File: config.mk
export PLATFORM = sky130hd
export DESIGN_NAME = scan_bist_ctrl
export DESIGN_NICKNAME = d
export VERILOG_FILES = /design/src/rtl/scan_bist_ctrl.sv
export SDC_FILE = /design/constraint.sdc
export NUM_CORES = 1
export LEC_CHECK = 0
export BUFFER_PORTS_ARGS = -buffer_cell sky130_fd_sc_hd__buf_2
export CAP_MARGIN = 20
export CORE_ASPECT_RATIO = 0.5
export CORE_UTILIZATION = 64
export CTS_CLUSTER_DIAMETER = 100
export DETAILED_ROUTE_END_ITERATION = 16
export PLACE_DENSITY = 0.82
export RECOVER_POWER = 100
export SYNTH_ARGS = -nofsm -noshare
export SYNTH_HDL_FRONTEND = slang
export SYNTH_SLANG_ARGS = --single-unit
File: constraint.sdc
create_clock -name clk -period 9.1 [get_ports clk]
set_input_delay 2.275 -clock clk [delete_from_list [all_inputs] [get_ports clk]]
set_output_delay 2.275 -clock clk [all_outputs]
set_load 0.02 [all_outputs]
File: src/rtl/scan_bist_ctrl.sv
// Scan-test BIST controller: shifts {a,b} into a CHAIN_LEN-bit multiplier scan chain, captures once,
// then unloads the product and checks it. Define SCAN_BIST_OVERLAP_EN to overlap unload with load.
module scan_bist_ctrl #(
  parameter int unsigned CHAIN_LEN    = 8,
  parameter int unsigned NUM_PATTERNS = 256
) (
  input  logic                 clk,
  input  logic                 rst_n,
  input  logic                 start,
  input  logic                 chain_out,
  output logic                 chain_in,
  output logic                 chain_en,
  output logic                 busy,
  output logic                 done,
  output logic                 pass,
  output logic [15:0]          err_cnt,
  output logic [CHAIN_LEN-1:0] first_fail,
  output logic                 first_fail_vld
);

  localparam int unsigned          HalfLen = CHAIN_LEN / 2;
  localparam int unsigned          BitW    = (CHAIN_LEN > 2) ? $clog2(CHAIN_LEN) : 1;
  localparam logic [BitW-1:0]      LastBit = BitW'(CHAIN_LEN - 1);
  localparam logic [CHAIN_LEN-1:0] LastPat = CHAIN_LEN'(NUM_PATTERNS - 1);

  typedef enum logic [2:0] {StIdle, StLoad, StCapture, StUnload, StDone} state_e;

  state_e               state_q, state_d;
  logic [BitW-1:0]      bit_q, bit_d;
  logic [CHAIN_LEN-1:0] pat_q, pat_d;
  logic [CHAIN_LEN-2:0] resp_q, resp_d;
  logic [15:0]          err_cnt_q, err_cnt_d;
  logic [CHAIN_LEN-1:0] first_fail_q, first_fail_d;
  logic                 first_fail_vld_q, first_fail_vld_d;
  logic                 busy_q, busy_d, done_q, done_d, pass_q, pass_d;
  logic                 chain_in_q, chain_in_d, chain_en_q, chain_en_d;

  logic [HalfLen-1:0]   op_a, op_b;
  logic [CHAIN_LEN-1:0] expect_prod, resp_full;
  logic [15:0]          err_cnt_inc;
  logic                 mismatch;

  assign op_a        = pat_q[CHAIN_LEN-1:HalfLen];
  assign op_b        = pat_q[HalfLen-1:0];
  assign expect_prod = {{HalfLen{1'b0}}, op_a} * {{HalfLen{1'b0}}, op_b};
  // Response arrives LSB first, so the bit sampled now is the MSB of the word.
  assign resp_full   = {chain_out, resp_q};
  assign mismatch    = (resp_full != expect_prod);
  assign err_cnt_inc = (err_cnt_q == 16'hFFFF) ? err_cnt_q : err_cnt_q + 16'd1;

`ifdef SCAN_BIST_OVERLAP_EN
  logic [CHAIN_LEN-1:0] pat_succ;
  assign pat_succ = pat_d + 1'b1;
`endif

  always_comb begin
    state_d          = state_q;
    bit_d            = bit_q;
    pat_d            = pat_q;
    resp_d           = resp_q;
    err_cnt_d        = err_cnt_q;
    first_fail_d     = first_fail_q;
    first_fail_vld_d = first_fail_vld_q;
    busy_d           = busy_q;
    done_d           = done_q;
    pass_d           = pass_q;

    unique case (state_q)
      StIdle, StDone: begin
        if (start) begin
          err_cnt_d        = '0;
          first_fail_d     = '0;
          first_fail_vld_d = 1'b0;
          done_d           = 1'b0;
          pass_d           = 1'b0;
          busy_d           = 1'b1;
          pat_d            = '0;
          bit_d            = '0;
          state_d          = StLoad;
        end
      end
      StLoad: begin
        bit_d = bit_q + 1'b1;
        if (bit_q == LastBit) begin
          bit_d   = '0;
          state_d = StCapture;
        end
      end
      StCapture: begin
        bit_d   = '0;
        state_d = StUnload;
      end
      StUnload: begin
        resp_d = resp_full[CHAIN_LEN-1:1];
        bit_d  = bit_q + 1'b1;
        if (bit_q == LastBit) begin
          bit_d = '0;
          if (mismatch) begin
            err_cnt_d = err_cnt_inc;
            if (!first_fail_vld_q) begin
              first_fail_d     = pat_q;
              first_fail_vld_d = 1'b1;
            end
          end
          if (pat_q == LastPat) begin
            state_d = StDone;
            done_d  = 1'b1;
            busy_d  = 1'b0;
            pass_d  = (err_cnt_d == 16'd0);
          end else begin
            pat_d = pat_q + 1'b1;
`ifdef SCAN_BIST_OVERLAP_EN
            state_d = StCapture;
`else
            state_d = StLoad;
`endif
          end
        end
      end
      default: state_d = StIdle;
    endcase

    // Chain drive is registered, so it is derived from the state being entered.
    chain_en_d = (state_d == StLoad) || (state_d == StUnload);
    chain_in_d = 1'b0;
    if (state_d == StLoad) chain_in_d = pat_d[bit_d];
`ifdef SCAN_BIST_OVERLAP_EN
    if (state_d == StUnload && pat_d != LastPat) chain_in_d = pat_succ[bit_d];
`endif
  end

  always_ff @(posedge clk) begin
    if (!rst_n) begin
      state_q          <= StIdle;
      bit_q            <= '0;
      pat_q            <= '0;
      resp_q           <= '0;
      err_cnt_q        <= '0;
      first_fail_q     <= '0;
      first_fail_vld_q <= 1'b0;
      busy_q           <= 1'b0;
      done_q           <= 1'b0;
      pass_q           <= 1'b0;
      chain_in_q       <= 1'b0;
      chain_en_q       <= 1'b0;
    end else begin
      state_q          <= state_d;
      bit_q            <= bit_d;
      pat_q            <= pat_d;
      resp_q           <= resp_d;
      err_cnt_q        <= err_cnt_d;
      first_fail_q     <= first_fail_d;
      first_fail_vld_q <= first_fail_vld_d;
      busy_q           <= busy_d;
      done_q           <= done_d;
      pass_q           <= pass_d;
      chain_in_q       <= chain_in_d;
      chain_en_q       <= chain_en_d;
    end
  end

  assign chain_in       = chain_in_q;
  assign chain_en       = chain_en_q;
  assign busy           = busy_q;
  assign done           = done_q;
  assign pass           = pass_q;
  assign err_cnt        = err_cnt_q;
  assign first_fail     = first_fail_q;
  assign first_fail_vld = first_fail_vld_q;

endmodule
==> run summary <==
The flow ran to the end, but the final reports show violations. The checks that failed: capacitance limit, slew limit. On the final layout, the worst clock skew is 0.01680 ns. The worst hold-check path type is register to register. The detailed router's first-iteration violation count was 196. The number of max-slew violations in the final report is 48, and the total of cells resized after clock tree synthesis is 0. Yosys printed 0 warnings. Critical path startpoint category: a register. The overall die height works out to 53.61 microns.

The deepest clock path buffer count came out at 2. The sum of negative setup slack was 0 ns. In the final routed layout, each cell accounts on average for 15.73 microns. The slowest stage of the critical path is the sky130_fd_sc_hd__o2111ai_1 cell. The run gives 0.2994 as the share of the yosys chip area belonging to registers. The antenna violation net count after detailed routing was 0. The critical path is of the register to register type.

Grouping stages by cell kind, the critical path spends the most delay in compound AO/OA/AOI/OAI gates. After synthesis the cells add up to 0.003410 sq mm. The floorplan step defined a core boundary enclosing 0.005022 sq mm. The run gives 2835 as the number of global-route vias before repair. Setup repair after global routing left no endpoint under its margin. The share of cells above drive strength 1 is 0.04884. The max-slew headroom at the worst pin came out at -0.1593. Compared with the post-synthesis result, the final layout area differs by 4.037%.

The commonest cells after synthesis are sky130_fd_sc_hd__nand2_1, sky130_fd_sc_hd__dfxtp_1, sky130_fd_sc_hd__nor2_1. For the worst setup path, the data arrival time is 5.55 ns. Dominant cell by count in the synthesized netlist: sky130_fd_sc_hd__nand2_1.

The tree is rooted in a sky130_fd_sc_hd__clkbuf_8. Share of Yosys cell area claimed by the top area cell type: 0.2994. The logs give 0 for the initial antenna violation count and 0.001364 uW for the total leakage power. The power density of the placed cells came out at 107.2 mW/mm^2. The tools report the count of unresolved DRC violations after routing as 0. Across all layers, the routed design uses 3094 vias. 34 I/O pins were placed. The count of flip-flops with a built-in enable after synthesis was 0; the number of nets at the end of the flow was 453.

The library cell with the largest summed area after synthesis is sky130_fd_sc_hd__dfxtp_1. Final estimated routing congestion in global placement: 0.9298. The number of buffer and inverter instances along the worst setup path is 1, and the total CTS buffers is 5. The time the worst path needs with I/O delays and setup was 5.314 ns.

The share of synthesized registers carrying an async set or reset is 0, and the share of the core filled with cells is 0.7063. The number of different library cells in the post-synthesis netlist is 62. The most frequently used flop master after synthesis is sky130_fd_sc_hd__dfxtp_1. The die covers 0.005641 sq mm. In this design, the stage delay of the slowest critical-path cell is 1.04 ns. The via density per instance is 6.188. STA classifies the critical path endpoint as a register. The logs give 0.6789 for the starting utilization of the core area and 0 for the final number of hold-violating endpoints. Counting every instance in the synthesized netlist gives 416. The slew at the pin closest to its max-slew limit came out at 1.739 ns. Yosys attributes the largest share of cell area to sky130_fd_sc_hd__dfxtp_1, sky130_fd_sc_hd__nand2_1, sky130_fd_sc_hd__ha_1. The tools report the maximum level of the CTS H-tree as 2.

The first global-routing pass estimated 12.87 mm of wire. Entering global routing, the biggest net connects 48 pins. The final period utilization came out at 0.5840. The tools report the final wirelength as 7.867 mm. The die extent in x came out at 105.2 microns. Endpoint required time on the critical path: 9.34 ns. Walking the worst path, the cells encountered are nand2_1, fa_1, fa_1, inv_1, ha_1, a211oi_1, nor2_1, a41o_1, o2111ai_1, and2_0, nand2_1, or2_0, a21boi_0.

The logs give 0 for the antenna cell count and 0 for the total congestion overflow. The global-route total usage across every layer was 0.2912; the maximum net fanout on the critical path was 18. TritonCTS built the clock tree. Synthesis inferred 51 register bits.

Once detailed placement completed, the half-perimeter wirelength came to 5.625 mm. The number of clock sinks is 51. Clock-pin slew was measured on the worst setup and hold paths at 0.09 ns. The tools report the detailed-router iteration count before antenna repair as 5. The number of hold buffers added after CTS was 0. Each instance of the synthesized netlist takes up on average 8.196 sq um. Max capacitance violation total: 1.

Buffers placed on the I/O ports in this run total 33. The final number of setup-violating endpoints is 0, and the post-CTS repair timing setup buffer count is 0. In this run the core area contains 18 standard-cell rows.

The clock reaches the later pin of the worst-skew pair after 0.31 ns. When the netlist entered floorplanning its net count stood at 440. The logs give 188.2 MHz for the highest attainable clock frequency and 0.06855 mV for the peak ir drop on the vdd network.
==> state kept, by name, indices dropped and copies added (netlist names), 3 cells and up <==
register and count:
state_q 3, pat_q 8, bit_q 3, first_fail 8
err_cnt 16, resp_q 7
==> per-layer routing <==
metal / up-vias / GRT usage / wire, microns
met5: - / 0 / 0
met4: 0 / 0.06103 / 40
met3: 9 / 0.05811 / 453
met2: 102 / 0.5307 / 3773
met1: 1484 / 0.3690 / 3600
li1: 1499 / - / -
==> cells in the final DEF (no fill, tap or decap), types with 11 or more instances in the layout <==
cell type / n
sky130_fd_sc_hd__a21boi_0: 12
sky130_fd_sc_hd__and2_1: 20
sky130_fd_sc_hd__nor2b_1: 16
sky130_fd_sc_hd__inv_1: 13
sky130_fd_sc_hd__ha_1: 16
sky130_fd_sc_hd__nor2_1: 28
sky130_fd_sc_hd__nand3_1: 11
sky130_fd_sc_hd__clkbuf_1: 33
sky130_fd_sc_hd__and3_1: 13
sky130_fd_sc_hd__a21oi_1: 13
sky130_fd_sc_hd__o21ai_0: 12
sky130_fd_sc_hd__dfxtp_1: 51
sky130_fd_sc_hd__nand2_1: 58
==> report_power, final <==
group / switching, uW / internal, uW
combinational: 16.1 / 7.64
clock: 76.0 / 54.2
sequential: 1.46 / 225
==> worst reg2reg max path, cell delays in order (launching register included) <==
cell and delay (ns):
sky130_fd_sc_hd__dfxtp_1 0.61, sky130_fd_sc_hd__nand2_1 0.15, sky130_fd_sc_hd__fa_1 0.50, sky130_fd_sc_hd__fa_1 0.59
sky130_fd_sc_hd__inv_1 0.05, sky130_fd_sc_hd__ha_1 0.29, sky130_fd_sc_hd__a211oi_1 0.31, sky130_fd_sc_hd__nor2_1 0.13
sky130_fd_sc_hd__a41o_1 0.25, sky130_fd_sc_hd__o2111ai_1 1.04, sky130_fd_sc_hd__and2_0 0.63, sky130_fd_sc_hd__nand2_1 0.28
sky130_fd_sc_hd__or2_0 0.27, sky130_fd_sc_hd__a21boi_0 0.15
==> stage by stage <==
stage / total power [uW] / setup slack, ns / hold slack (ns) / instance area (sq um) / std cells
CTS: 382.0 / 4.826 / 0.4907 / 3616 / 500
detailed placement: 255.5 / 4.721 / 0.4760 / 3535 / 492
global route: 393.0 / 3.419 / 0.5204 / 3547 / 500
global placement: 254.7 / 4.806 / 0.4610 / 3535 / 492
floorplan: 250.9 / 5.228 / 0.4561 / 3410 / 416
finish: 380.1 / 3.786 / 0.4889 / 3547 / 500
==> cells by family after synthesis <==
group           synth area share
compound gates            0.2095
xor+xnor                 0.03853
fa+ha+maj                0.08220
buf+inv                  0.05174
flops                     0.2994
mux                      0.03633
simple gates              0.2822
==> final timing paths <==
| kind | from | endpoint | slack (ns) | cells after the start |
|---|---|---|---|---|
| max | pat_q[2] | err_cnt[4] | 3.79 | 13 |
| min | first_fail[3] | first_fail[3] | 0.49 | 2 |
| max reg2reg | pat_q[2] | err_cnt[4] | 3.79 | 13 |
| min reg2reg | first_fail[3] | first_fail[3] | 0.49 | 2 |
==> final cells by class <==
| class | count | area, sq um |
|---|---|---|
| Clock buffer | 7 | 76.32 |
| Clock inverter | 1 | 5.005 |
| Fill cell | 435 | 1475 |
| Inverter | 13 | 48.80 |
| Multi-Input combinational cell | 325 | 2182 |
| Sequential cell | 51 | 1021 |
| Tap cell | 70 | 87.58 |
| Timing Repair Buffer | 33 | 126.4 |
Power figures use the tool's default switching activity.
